File: config.mk
export PLATFORM = sky130hd
export DESIGN_NAME = c_buf
export DESIGN_NICKNAME = d
export VERILOG_FILES = /design/src/rtl/c_buf.sv
export SDC_FILE = /design/constraint.sdc
export NUM_CORES = 1
export LEC_CHECK = 0
export BUFFER_PORTS_ARGS = -buffer_cell sky130_fd_sc_hd__buf_4
export CAP_MARGIN = 20
export CELL_PAD_IN_SITES_DETAIL_PLACEMENT = 2
export CELL_PAD_IN_SITES_GLOBAL_PLACEMENT = 2
export CORE_MARGIN = 2
export CORE_UTILIZATION = 25
export DETAILED_ROUTE_END_ITERATION = 7
export PLACE_DENSITY = 0.56
export SLEW_MARGIN = 20
export SYNTH_ARGS = -nofsm -noshare
export SYNTH_HDL_FRONTEND = slang
export SYNTH_SLANG_ARGS = --single-unit
File: constraint.sdc
create_clock -name clk -period 6 [get_ports clk]
set_input_delay 0.6 -clock clk [delete_from_list [all_inputs] [get_ports clk]]
set_output_delay 0.6 -clock clk [all_outputs]
set_load 0.02 [all_outputs]
File: src/rtl/c_buf.sv
// Double-banked result buffer: captures SARRAY_H rows of 32-bit lanes per bank,
// then drains row by row with each lane narrowed to 1/2/4 bytes and packed.
module c_buf #(
  parameter int SARRAY_H  = 4,
  parameter int C_BUF_NUM = 2,
  parameter int ID_W      = 1
) (
  input  logic                  clk,
  input  logic                  rst,
  input  logic                  wr_c_buf_valid_i,
  input  logic [ID_W-1:0]       wr_c_buf_id_i,
  input  logic [SARRAY_H*32-1:0] wr_c_buf_data_i,
  output logic                  wr_c_buf_ready_o,
  input  logic                  rd_c_buf_valid_i,
  input  logic [ID_W-1:0]       rd_c_buf_id_i,
  input  logic [2:0]            rd_c_buf_data_width_i,
  output logic                  rd_c_buf_ret_valid_o,
  output logic [SARRAY_H*32-1:0] rd_c_buf_ret_data_o,
  output logic [C_BUF_NUM-1:0]  c_buf_full_o
);
  localparam int RW = (SARRAY_H > 1) ? $clog2(SARRAY_H) : 1;
  localparam int DW = SARRAY_H * 32;

  typedef enum logic [1:0] {EMPTY, FILLING, FULL, DRAINING} bank_st_t;

  bank_st_t             st     [C_BUF_NUM];
  logic [RW-1:0]        wr_row [C_BUF_NUM];
  logic [RW-1:0]        rd_row [C_BUF_NUM];
  logic [DW-1:0]        mem    [C_BUF_NUM][SARRAY_H];

  logic [C_BUF_NUM-1:0] wr_hit, rd_hit;
  logic                 rd_acc;
  logic [DW-1:0]        rd_row_data, packed_row;
  logic [SARRAY_H*8-1:0]  p8;
  logic [SARRAY_H*16-1:0] p16;

  always_comb begin
    wr_c_buf_ready_o = 1'b0;
    rd_row_data      = '0;
    wr_hit           = '0;
    rd_hit           = '0;
    for (int b = 0; b < C_BUF_NUM; b++) begin
      if (wr_c_buf_id_i == ID_W'(b)) begin
        wr_c_buf_ready_o = (st[b] == EMPTY) || (st[b] == FILLING);
        wr_hit[b]        = wr_c_buf_valid_i && wr_c_buf_ready_o;
      end
      if (rd_c_buf_id_i == ID_W'(b)) begin
        rd_hit[b]   = rd_c_buf_valid_i && ((st[b] == FULL) || (st[b] == DRAINING));
        rd_row_data = mem[b][rd_row[b]];
      end
    end
  end

  assign rd_acc = |rd_hit;

  for (genvar i = 0; i < SARRAY_H; i++) begin : g_lane
    assign p8[i*8+:8]    = rd_row_data[i*32+:8];
    assign p16[i*16+:16] = rd_row_data[i*32+:16];
  end

  // Anything other than a clean byte/2byte one-hot drains as full 4byte lanes.
  always_comb begin
    if (rd_c_buf_data_width_i == 3'b001)      packed_row = DW'(p8);
    else if (rd_c_buf_data_width_i == 3'b010) packed_row = DW'(p16);
    else                                      packed_row = rd_row_data;
  end

  for (genvar b = 0; b < C_BUF_NUM; b++) begin : g_full
    assign c_buf_full_o[b] = (st[b] == FULL) || (st[b] == DRAINING);
  end

  always_ff @(posedge clk) begin
    if (rst) begin
      for (int b = 0; b < C_BUF_NUM; b++) begin
        st[b]     <= EMPTY;
        wr_row[b] <= '0;
        rd_row[b] <= '0;
      end
      rd_c_buf_ret_valid_o <= 1'b0;
      rd_c_buf_ret_data_o  <= '0;
    end else begin
      for (int b = 0; b < C_BUF_NUM; b++) begin
        if (wr_hit[b]) begin
          if (wr_row[b] == RW'(SARRAY_H-1)) begin
            wr_row[b] <= '0;
            st[b]     <= FULL;
          end else begin
            wr_row[b] <= wr_row[b] + 1'b1;
            st[b]     <= FILLING;
          end
        end
        if (rd_hit[b]) begin
          if (rd_row[b] == RW'(SARRAY_H-1)) begin
            rd_row[b] <= '0;
            st[b]     <= EMPTY;
          end else begin
            rd_row[b] <= rd_row[b] + 1'b1;
            st[b]     <= DRAINING;
          end
        end
      end
      rd_c_buf_ret_valid_o <= rd_acc;
      if (rd_acc) rd_c_buf_ret_data_o <= packed_row;
    end
  end

  // Row storage carries no reset; bank state alone decides what is valid.
  always_ff @(posedge clk) begin
    for (int b = 0; b < C_BUF_NUM; b++)
      if (!rst && wr_hit[b]) mem[b][wr_row[b]] <= wr_c_buf_data_i;
  end
endmodule

==> impl_metrics.tcl <==
set metrics [dict create \
    status "finished, final reports clean" \
    worstMarginPinSlew_ps 1110 \
    rsz0062_at_grt "no" \
    grt_usage_pct 15.3 \
    gp_congestion 0.739 \
    final_common_cell "edfxtp_1" \
    async_flop_share_pct 0 \
    power.density_nw_per_um2 349 \
    post_drt_wl_per_cell_um 27.2 \
    synth_nets 2458 \
    cp-start-kind "flop" \
    drive_gt1_share_pct 26.1 \
    vias 23165 \
    dieHeight_um 424 \
    synthToLayoutAreaGrowth_pct 20.8 \
    skew_ps 26.6 \
    hold_viol 0 \
    cp_num_buf_inv 2 \
    required_ps 6600 \
    coreArea_um2 176000 \
    cellLeakagePower_nw 17.4 \
    crit_chain "buf_4 > or2_4 > buf_4 > o22ai_1 > a21oi_1 > o221ai_1" \
    drt_iter0_markers 1396 \
    synth_seq_cells 1163 \
    yosysWarnings 0 \
    p_clk_share_pct 45.1 \
    num_rows 154 \
    clkLatencyLatePin_ps 770 \
    cts.repair.resized 0 \
    slew_viol_final 0 \
    cts_buffers 137 \
    first_global_vias 25861 \
    ir_worst_vdd_mv 0.241 \
    p_sw_mw 4.25 \
    drc 0 \
    netlist_area_um2 44100 \
    cts_hold_buf 1 \
    cp_slowest_cell "or2_4" \
    clk_pin_slew_ps 60 \
    ant_nets 0 \
    crit_path_end_kind "flop" \
    p_int_mw 14.3 \
    drv_cap 0 \
    place_inst 4823 \
    min_path_type "in2reg" \
    path_common_cell "buf_4" \
    dieArea_um2 180000 \
    syn_inst 2311 \
    fin_setup_tns_ps 0 \
    vias_per_cell 4.56 \
    cts_setup_buffers 0 \
    seqPwrFrac_pct 48.7 \
    max_slew_margin_pct 26.3 \
    yosysSeqAreaShare_pct 76.3 \
    synth_ff_type "edfxtp_1" \
    fin_crit_sh_pct 54.9 \
    slowest_delay_ps 690 \
    max_freq_mhz 303 \
    p_sw_share_pct 22.9 \
    worst_ep_arrival_time_ps 3900 \
    final_cell_mix "edfxtp_1 (1034), buf_4 (299), mux2i_1 (276), clkbuf_16 (140), mux4_2 (132)" \
    die_w_um 424 \
    wl_mm 138 \
    period_needed_ps 3300 \
    place_hpwl_mm 85.4 \
    synth_cell_types 54 \
    overflow 0 \
    setup_viol 0 \
    grt_max_degree 98 \
    preCtsSetupSlack_ps 2280 \
    antenna_found_initial 44 \
    nFillCells 17755 \
    setup_ws_ps 2700 \
    combPwrFrac_pct 6.2 \
    first_pass_iters 5 \
    initial_core_util_pct 25.1 \
    path_class "reg2reg" \
    synth_edf_count 1034 \
    grt_first_pass_wirelength_mm 197 \
    clkSinkCount 1163 \
    fin_cells 5083 \
    port_buffers 268 \
    tritoncts "built" \
    synth_area_per_cell_um2 19.1 \
    nNetsFinal 2770 \
    crit_fanout 36 \
    cpLargestDelayFamily "buffers and inverters" \
    ctsLongestPathBuffers 3 \
    htree_levels 4 \
    root_buffer "clkbuf_16" \
    pin_count 269 \
]
==> final cells by class <==
class | instances | area, µm² | share of cell area, %
sequential | 1163 | 33600 | 63.2
multi-input combinational | 1000 | 9560 | 18.0
clock buffer | 189 | 3860 | 7.25
tap | 2340 | 2930 | 5.50
timing repair buffer | 312 | 2490 | 4.67
clock inverter | 64 | 699 | 1.31
inverter | 9 | 33.8 | 0.0635
antenna | 6 | 15.0 | 0.0282
==> final timing paths <==
| path | startpoint | endpoint | slack (ps) | cells past startpoint |
|---|---|---|---|---|
| max | rd_row[0][0] | rd_c_buf_ret_data_o[45] | 2700 | 6 |
| min | wr_c_buf_data_i[80] | mem[0][848] | 60 | 1 |
| max reg2reg | rd_row[0][0] | rd_c_buf_ret_data_o[45] | 2700 | 6 |
| min reg2reg | rd_c_buf_ret_data_o[90] | rd_c_buf_ret_data_o[90] | 470 | 2 |
==> cell families after synthesis <==
logic type / share of synthesized area [%]
flops: 76.3
mux: 13.8
compound gates: 5.27
simple gates: 2.16
buf+inv: 2.10
fa+ha+maj: 0.284
xor+xnor: 0.0199
==> flip-flops by register name, indices dropped and copies added, names as in the netlist <==
signal                flops
mem                    1024
rd_c_buf_ret_data_o     128
rd_c_buf_ret_valid_o      1
rd_row                    4
st                        2
wr_row                    4
==> per-stage QoR <==
| step | area [µm²] | hold slack [ps] | utilization (%) | total power [mW] |
|---|---|---|---|---|
| finish | 53200 | 64.8 | 30.3 | 18.6 |
| global route | 53200 | 25.8 | 30.3 | 19.2 |
| CTS | 53200 | 5.48 | 30.3 | 18.8 |
| detailed placement | 48600 | 457 | 27.7 | 10.4 |
| global placement | 48600 | 448 | 27.7 | 10.4 |
| floorplan | 44100 | 526 | - | 9.82 |
==> power groups by stage <==
stage               logic (mW)  registers, mW  clock network, mW
detailed placement        1.18           9.22                  0
global placement          1.15           9.21                  0
global route              1.24           9.05               8.89
floorplan                0.573           9.24                  0
CTS                       1.19           9.05               8.60
finish                    1.15           9.05               8.39
==> per-layer routing <==
metal  vias to the layer above  wire, µm  global-route usage [%]
met4                        30      3310                    4.06
met3                       241      5800                    3.20
met2                       467     73500                    28.0
met1                     12438     55700                    17.9
met5                         -       175                       0
li1                       9989         -                       -
==> Yosys cell counts (8+ instances only) <==
| library cell | n | share of area, % |
|---|---|---|
| a221oi_1 | 10 | 0.20 |
| a211oi_1 | 9 | 0.15 |
| inv_1 | 8 | 0.068 |
| mux2_2 | 31 | 0.79 |
| nor2_1 | 59 | 0.50 |
| o22a_1 | 29 | 0.58 |
| edfxtp_1 | 1034 | 70 |
| buf_4 | 28 | 0.48 |
| mux2i_1 | 276 | 6.3 |
| a311o_1 | 15 | 0.34 |
| o221ai_1 | 28 | 0.56 |
| o22ai_1 | 86 | 1.2 |
| clkbuf_1 | 35 | 0.30 |
| buf_2 | 48 | 0.55 |
| nand2_1 | 105 | 0.89 |
| dfxtp_1 | 129 | 5.9 |
| buf_6 | 27 | 0.69 |
| nand2b_1 | 8 | 0.11 |
| a221oi_2 | 12 | 0.41 |
| o21ai_0 | 58 | 0.66 |
| a21oi_1 | 55 | 0.62 |
| and2_1 | 12 | 0.17 |
| ha_1 | 10 | 0.28 |
| mux4_2 | 132 | 6.7 |
Power figures use the tool's default switching activity.
